File: src/rtl/coax_pulse_shaper.sv
`timescale 1ns/1ps
// rtl/coax_pulse_shaper.sv - per-channel coax pulse shaper with dead time and fire counters (option: COAX_VETO_COUNT_EN)
module coax_pulse_shaper #(
    parameter int NCH   = 16,
    parameter int NHIST = 4,
    parameter int CNTW  = 32
) (
    input  logic                  clk_adc,
    input  logic                  nrst,
    input  logic [NCH-1:0]        coax_in,
    input  logic [7:0]            firingticks,
    input  logic [7:0]            deadticks,
    input  logic                  resethist,
    output logic [NCH-1:0]        coax_out,
    output logic [NHIST*CNTW-1:0] histos,
    output logic [NCH-1:0]        busy
`ifdef COAX_VETO_COUNT_EN
    ,
    output logic [NHIST*16-1:0]   veto_cnt
`endif
);

    typedef enum logic [1:0] {
        S_IDLE = 2'd0,
        S_FIRE = 2'd1,
        S_DEAD = 2'd2
    } state_t;

    logic [NCH-1:0]             sync1;
    logic [NCH-1:0]             sync2;
    logic [NCH-1:0]             sync_prev;
    logic [NCH-1:0]             edge_q;
    state_t                     state_q  [NCH];
    logic [7:0]                 cnt_q    [NCH];
    logic [7:0]                 dead_lat [NCH];
    logic [7:0]                 fire_len;
    logic [NHIST-1:0][CNTW-1:0] hist_q;

    // A zero pulse length still produces a one-cycle pulse.
    assign fire_len = (firingticks == 8'd0) ? 8'd1 : firingticks;

    // Two-flop synchronizer, a delayed copy, and a registered rising-edge strobe.
    always_ff @(posedge clk_adc or negedge nrst) begin
        if (!nrst) begin
            sync1     <= '0;
            sync2     <= '0;
            sync_prev <= '0;
            edge_q    <= '0;
        end else begin
            sync1     <= coax_in;
            sync2     <= sync1;
            sync_prev <= sync2;
            edge_q    <= sync2 & ~sync_prev;
        end
    end

    // Per-channel IDLE/FIRE/DEAD machine; coax_out and busy are registered with the state.
    always_ff @(posedge clk_adc or negedge nrst) begin
        if (!nrst) begin
            for (int i = 0; i < NCH; i++) begin
                state_q[i]  <= S_IDLE;
                cnt_q[i]    <= 8'd0;
                dead_lat[i] <= 8'd0;
            end
            coax_out <= '0;
            busy     <= '0;
        end else begin
            for (int i = 0; i < NCH; i++) begin
                case (state_q[i])
                    S_IDLE: begin
                        if (edge_q[i]) begin
                            state_q[i]  <= S_FIRE;
                            cnt_q[i]    <= fire_len;
                            dead_lat[i] <= deadticks;
                            coax_out[i] <= 1'b1;
                            busy[i]     <= 1'b1;
                        end
                    end
                    S_FIRE: begin
                        if (cnt_q[i] == 8'd1) begin
                            coax_out[i] <= 1'b0;
                            if (dead_lat[i] != 8'd0) begin
                                state_q[i] <= S_DEAD;
                                cnt_q[i]   <= dead_lat[i];
                            end else begin
                                state_q[i] <= S_IDLE;
                                cnt_q[i]   <= 8'd0;
                                busy[i]    <= 1'b0;
                            end
                        end else begin
                            cnt_q[i] <= cnt_q[i] - 8'd1;
                        end
                    end
                    S_DEAD: begin
                        if (cnt_q[i] == 8'd1) begin
                            state_q[i] <= S_IDLE;
                            cnt_q[i]   <= 8'd0;
                            busy[i]    <= 1'b0;
                        end else begin
                            cnt_q[i] <= cnt_q[i] - 8'd1;
                        end
                    end
                    default: begin
                        state_q[i]  <= S_IDLE;
                        cnt_q[i]    <= 8'd0;
                        coax_out[i] <= 1'b0;
                        busy[i]     <= 1'b0;
                    end
                endcase
            end
        end
    end

    // Saturating accepted-fire counters; a clear beats a coincident fire.
    always_ff @(posedge clk_adc or negedge nrst) begin
        if (!nrst) begin
            hist_q <= '0;
        end else begin
            for (int i = 0; i < NHIST; i++) begin
                if (resethist) begin
                    hist_q[i] <= '0;
                end else if (edge_q[i] && !busy[i] && (hist_q[i] != {CNTW{1'b1}})) begin
                    hist_q[i] <= hist_q[i] + CNTW'(1);
                end
            end
        end
    end

    assign histos = hist_q;

`ifdef COAX_VETO_COUNT_EN
    logic [NHIST-1:0][15:0] veto_q;

    // Saturating count of edges that arrive while the channel is still busy.
    always_ff @(posedge clk_adc or negedge nrst) begin
        if (!nrst) begin
            veto_q <= '0;
        end else begin
            for (int i = 0; i < NHIST; i++) begin
                if (resethist) begin
                    veto_q[i] <= '0;
                end else if (edge_q[i] && busy[i] && (veto_q[i] != 16'hFFFF)) begin
                    veto_q[i] <= veto_q[i] + 16'd1;
                end
            end
        end
    end

    assign veto_cnt = veto_q;
`endif

endmodule

File: config.mk
export PLATFORM = sky130hd
export DESIGN_NAME = coax_pulse_shaper
export DESIGN_NICKNAME = d
export VERILOG_FILES = /design/src/rtl/coax_pulse_shaper.sv
export SDC_FILE = /design/constraint.sdc
export NUM_CORES = 1
export LEC_CHECK = 0
export CAP_MARGIN = 25
export CELL_PAD_IN_SITES_DETAIL_PLACEMENT = 2
export CELL_PAD_IN_SITES_GLOBAL_PLACEMENT = 2
export CORE_MARGIN = 4
export CORE_UTILIZATION = 34
export CTS_BUF_LIST = sky130_fd_sc_hd__clkbuf_16
export CTS_CLUSTER_DIAMETER = 30
export DETAILED_ROUTE_END_ITERATION = 6
export PLACE_DENSITY_LB_ADDON = 0.25
export SLEW_MARGIN = 0
export SYNTH_ARGS = -nofsm -noshare
export SYNTH_HDL_FRONTEND = slang
export SYNTH_SLANG_ARGS = --single-unit
File: constraint.sdc
create_clock -name clk_adc -period 2.06 [get_ports clk_adc]
set_input_delay 0.618 -clock clk_adc [delete_from_list [all_inputs] [get_ports clk_adc]]
set_output_delay 0.618 -clock clk_adc [all_outputs]
set_load 0.01 [all_outputs]
==> results of run 1 <==
==> layer usage <==
metal | overflow | track usage [%]
met3 | 2 | 64.3
met1 | 3 | 74.2
met4 | 120 | 77.6
met5 | 0 | 34.9
met2 | 121 | 91.3
==> Yosys cell counts, types with 65 or more instances <==
library cell | n | area share (%)
mux2_2 | 110 | 4.5
nand2_1 | 368 | 5.0
nor3_1 | 78 | 1.4
a21oi_1 | 195 | 3.5
nor2_1 | 227 | 3.1
o21ai_0 | 165 | 3.0
or4_1 | 72 | 2.0
nand3_1 | 65 | 1.2
nor2b_1 | 76 | 1.7
clkbuf_1 | 153 | 2.1
dfrtp_1 | 512 | 47
inv_1 | 98 | 1.3
==> what timing repair did <==
action	4_1_cts
resized for setup	959
hold endpoints to repair	24
pin swaps	55
hold buffers	1
gates cloned	4
buffers inserted	126
setup endpoints to repair	311
==> logic make-up after synthesis <==
kind of cell               Yosys count  share of synthesized area [%]
adders and majority gates           36                           1.64
DFF                                512                           46.6
muxes                              146                           5.81
buffers and inverters              269                           3.74
AOI/OAI and AO/OA                  737                           17.5
xor gates and xnor gates            70                           2.23
and+or+nand+nor                   1215                           22.5
==> through the flow <==
stage	util, %	TNS [ps]
after CTS	50.7	-2320
after detailed placement	42.1	-18320
after global placement	42.1	-11190
after floorplan	-	-233
==> impl_metrics.toml, run 1 <==
[outcome]
status = "aborted with a tool error"
failed_stage = "global routing"
error = "[ERROR GRT-0232] Routing congestion too high. Check the congestion heatmap in the GUI."

[synth]
async_flop_share_pct = 100
avgSynthCellArea_um2 = 9.21
synthCells = 2985
synth_ff_type = "dfrtp_1"
synthesis.nets = 3056
synth_edf_count = 0
yosysSeqAreaShare_pct = 46.6
ys_types = 87
yosysWarnings = 0
ys_ff_latch = 512
syn_area_um2 = 27500

[floorplanning]
initial_core_util_pct = 34.3
chipWidth_um = 292
die_height_um = 292
rows = 104
ios = 195

[grt]
grt_use_total_pct = 76.2
grt-ovfl-total = 246
antenna_found_initial = 47
grt_max_degree = 50

[placement]
post-dp-hpwl_um = 76300
port_buffers = 194
finalWeightedCongestion = 0.862
place_inst = 4483
dpl_cell_area_um2 = 33800
place_ws_ps = -520

[timing]
postGrtWorstEndpoint = "histos[65]$_DFFE_PN0P_/D"
worstEndpointType = "register input"

[clock_tree]
numCtsBuffers = 154
htreeDepth = 4
cts.sinks = 512
cts_root_buf = "clkbuf_16"
clockBufferDepth = 3
==> run 2, diff against run 1 <==
- CELL_PAD_IN_SITES_DETAIL_PLACEMENT: 2 -> default
- CELL_PAD_IN_SITES_GLOBAL_PLACEMENT: 2 -> default
- CORE_UTILIZATION: 34 -> 25
- CTS_BUF_LIST: sky130_fd_sc_hd__clkbuf_16 -> default
- CTS_CLUSTER_DIAMETER: 30 -> default
- PLACE_DENSITY_LB_ADDON: 0.25 -> 0.15
- clock period: 2.06 -> 2.7 ns (I/O delays scaled with it)
==> run 2 against run 1 <==
Against the previous run:
- the flow now finishes without violations
- synthesized cell count stayed put
- area after synthesis stayed put
==> impl_metrics.toml, run 2 <==
[outcome]
status = "finished, final reports clean"

[synth]
synth.area.top_cells = "dfrtp_1, nand2_1, mux2_2"
synth_mux_area_share_pct = 5.81
synthesis.nets = 3056
synth_top_family_by_area = "simple AND/OR/NAND/NOR gates"
avgSynthCellArea_um2 = 9.21
yosysWarnings = 0
synth_simple_gate_area_share_pct = 22.5
ys_top_cells_by_count = "dfrtp_1, nand2_1, nor2_1, a21oi_1, o21ai_0"
synthAdderAreaFrac_pct = 1.64
syn_area_um2 = 27500
synth_compound_area_share_pct = 17.5
yosysMostFrequentCell = "dfrtp_1"
synth_ff_type = "dfrtp_1"
synth_area_leader_cell = "dfrtp_1"
synth_edf_count = 0
synthCells = 2985
async_flop_share_pct = 100
synthXorXnorAreaFrac_pct = 2.23
ys_ff_latch = 512
ys_types = 87
yosysSeqAreaShare_pct = 46.6
yosysTopAreaCellShare_pct = 46.6

[grt]
grt_pass1_wl_um = 141000
antenna_found_initial = 3
grt_max_degree = 87
gr-max-usage-layer = "met2"
met2_usage_pct = 24.7
use_met3_pct = 2.99
grt-ovfl-total = 0
grt_use_total_pct = 15.3
grt_pass1_vias = 23200
use_met1_pct = 20.7

[clock_tree]
cts_root_buf = "clkbuf_16"
numCtsBuffers = 69
cts_hold_buf = 0
htreeDepth = 3
path_clk_slew_ps = 60
clk_latency_ps = 620
cts.sinks = 512
cts_tree = "done"
cts_setup_buffers = 0
clockBufferDepth = 3
ctsResizeCount = 0

[timing]
maxSlewViolCount = 0
timing.fmax_ghz = 0.391
rsz0062_at_grt = "false"
holdWs_ps = 47.8
finalHoldViolations = 0
slew_headroom_pct = 48.3
finalSetupViolCount = 0
min_period_ps = 2560
fin_tns_setup_ps = 0
tightest_slew_ps = 772
finClkSkew_ps = 17.9
fin_crit_sh_pct = 94.8
setup_ws_ps = 141

[placement]
port_buffers = 194
place_ws_ps = 25.8
finalWeightedCongestion = 0.797
post-dp-hpwl_um = 60100

[finish]
drive_gt1_share_pct = 12.2
fin_nets = 3281
syn_to_final_growth_pct = 23.6
n_fill_cell = 11400
final_core_util_pct = 31.2
diodes = 0
layout_commonest_cell = "dfrtp_1"
layout_common_cells = "dfrtp_1, nand2_1, nor2_1"

[pwr]
ir_worst_vdd_v = 0.000399
power.total_mw = 32.9
cellPowerDensity_nw_per_um2 = 969
p_leak_nw = 13.7

[worst_setup_path]
path_cells = "clkdlybuf4s50_1"
arrival_ps = 1750
slowest_stage = "clkdlybuf4s50_1"
timing.rr.start = "cnt_q[20]"
crit_buf_inv = 1
crit_family = "buffers and inverters"
critPathLaunchType = "flip-flop"
r2r_end = "cnt_q[21]"
r2r_slack_ps = 250
critPathMaxFanout = 9
cp_data_required_time_ps = 1890
rr_worst_depth = 5
crit_type = "reg -> out"
cpPeakStageDelay_ps = 610
crit_path_end_kind = "primary output"

[detailed_routing]
drcViolationCount = 0
firstDrtPassIters = 5
vias = 23500
avgViaCountPerCell = 5.03
wirelength_um = 90300
post_drt_wl_per_cell_um = 19.3
drt_iter0_drc = 1452
antenna_left = 0

[worst_hold_path]
hold_path.class = "in -> async"

[floorplanning]
die-area_um2 = 115000
die_height_um = 340
core-area_um2 = 109000
initial_core_util_pct = 25.2
chipWidth_um = 340
rows = 121
ios = 195

[job]
maxCapViolCount = 0
## run 2: cell counts after synthesis
No cell type changed its count.
## run 2: how the worst max path moves through the flow
stage	from	endpoint	slack, ps	depth (start not counted)
CTS	histos[2]	histos[2]	80	1
global route	histos[22]	histos[22]	40	1
detailed placement	firingticks[4]	cnt_q[100]	30	7
finish	histos[22]	histos[22]	140	1
floorplan	firingticks[5]	cnt_q[56]	460	6
global placement	firingticks[4]	cnt_q[100]	10	7
## run 2: kinds of logic after synthesis
kind of cell	after synthesis
buffers and inverters	269
AO/OA/AOI/OAI	737
AND/OR/NAND/NOR	1215
multiplexers	146
flip-flops	512
adder cells (fa/ha/maj)	36
XOR/XNOR	70
## run 2: layout make-up
cell class	instances	area, um^2	share of cell area [%]
Multi-Input combinational cell	2204	13700	40.3
Sequential cell	512	12800	37.7
Timing Repair Buffer	324	3080	9.06
Clock buffer	101	2040	6.00
Tap cell	1414	1770	5.21
Inverter	99	372	1.09
Clock inverter	16	216	0.637
## run 2: layer usage
| metal | wire length [um] | vias to the layer above | share of wire [%] |
|---|---|---|---|
| met1 | 41800 | 11600 | 46 |
| met2 | 42000 | 418 | 46 |
| met4 | 2330 | 2 | 2.6 |
| li1 | - | 11400 | - |
| met5 | 13 | - | 0.014 |
| met3 | 4160 | 123 | 4.6 |
## run 2: report_power, final
part	switching, mW	internal [mW]	total [mW]	leakage [nW]
Combinational	5.78	5.11	10.9	6.25
Clock	3.62	5.68	9.30	1.10
Sequential	2.74	10.0	12.7	6.37
## run 2: per-stage QoR
step           instances  cell area [um^2]
3_5_place_dp        4553             31700
4_1_cts             4670             34000
3_3_place_gp        4553             31700
5_1_grt             4670             34000
2_1_floorplan       2985             27500
6_report            4670             34000
No activity file was read; power rests on OpenSTA's default activity.
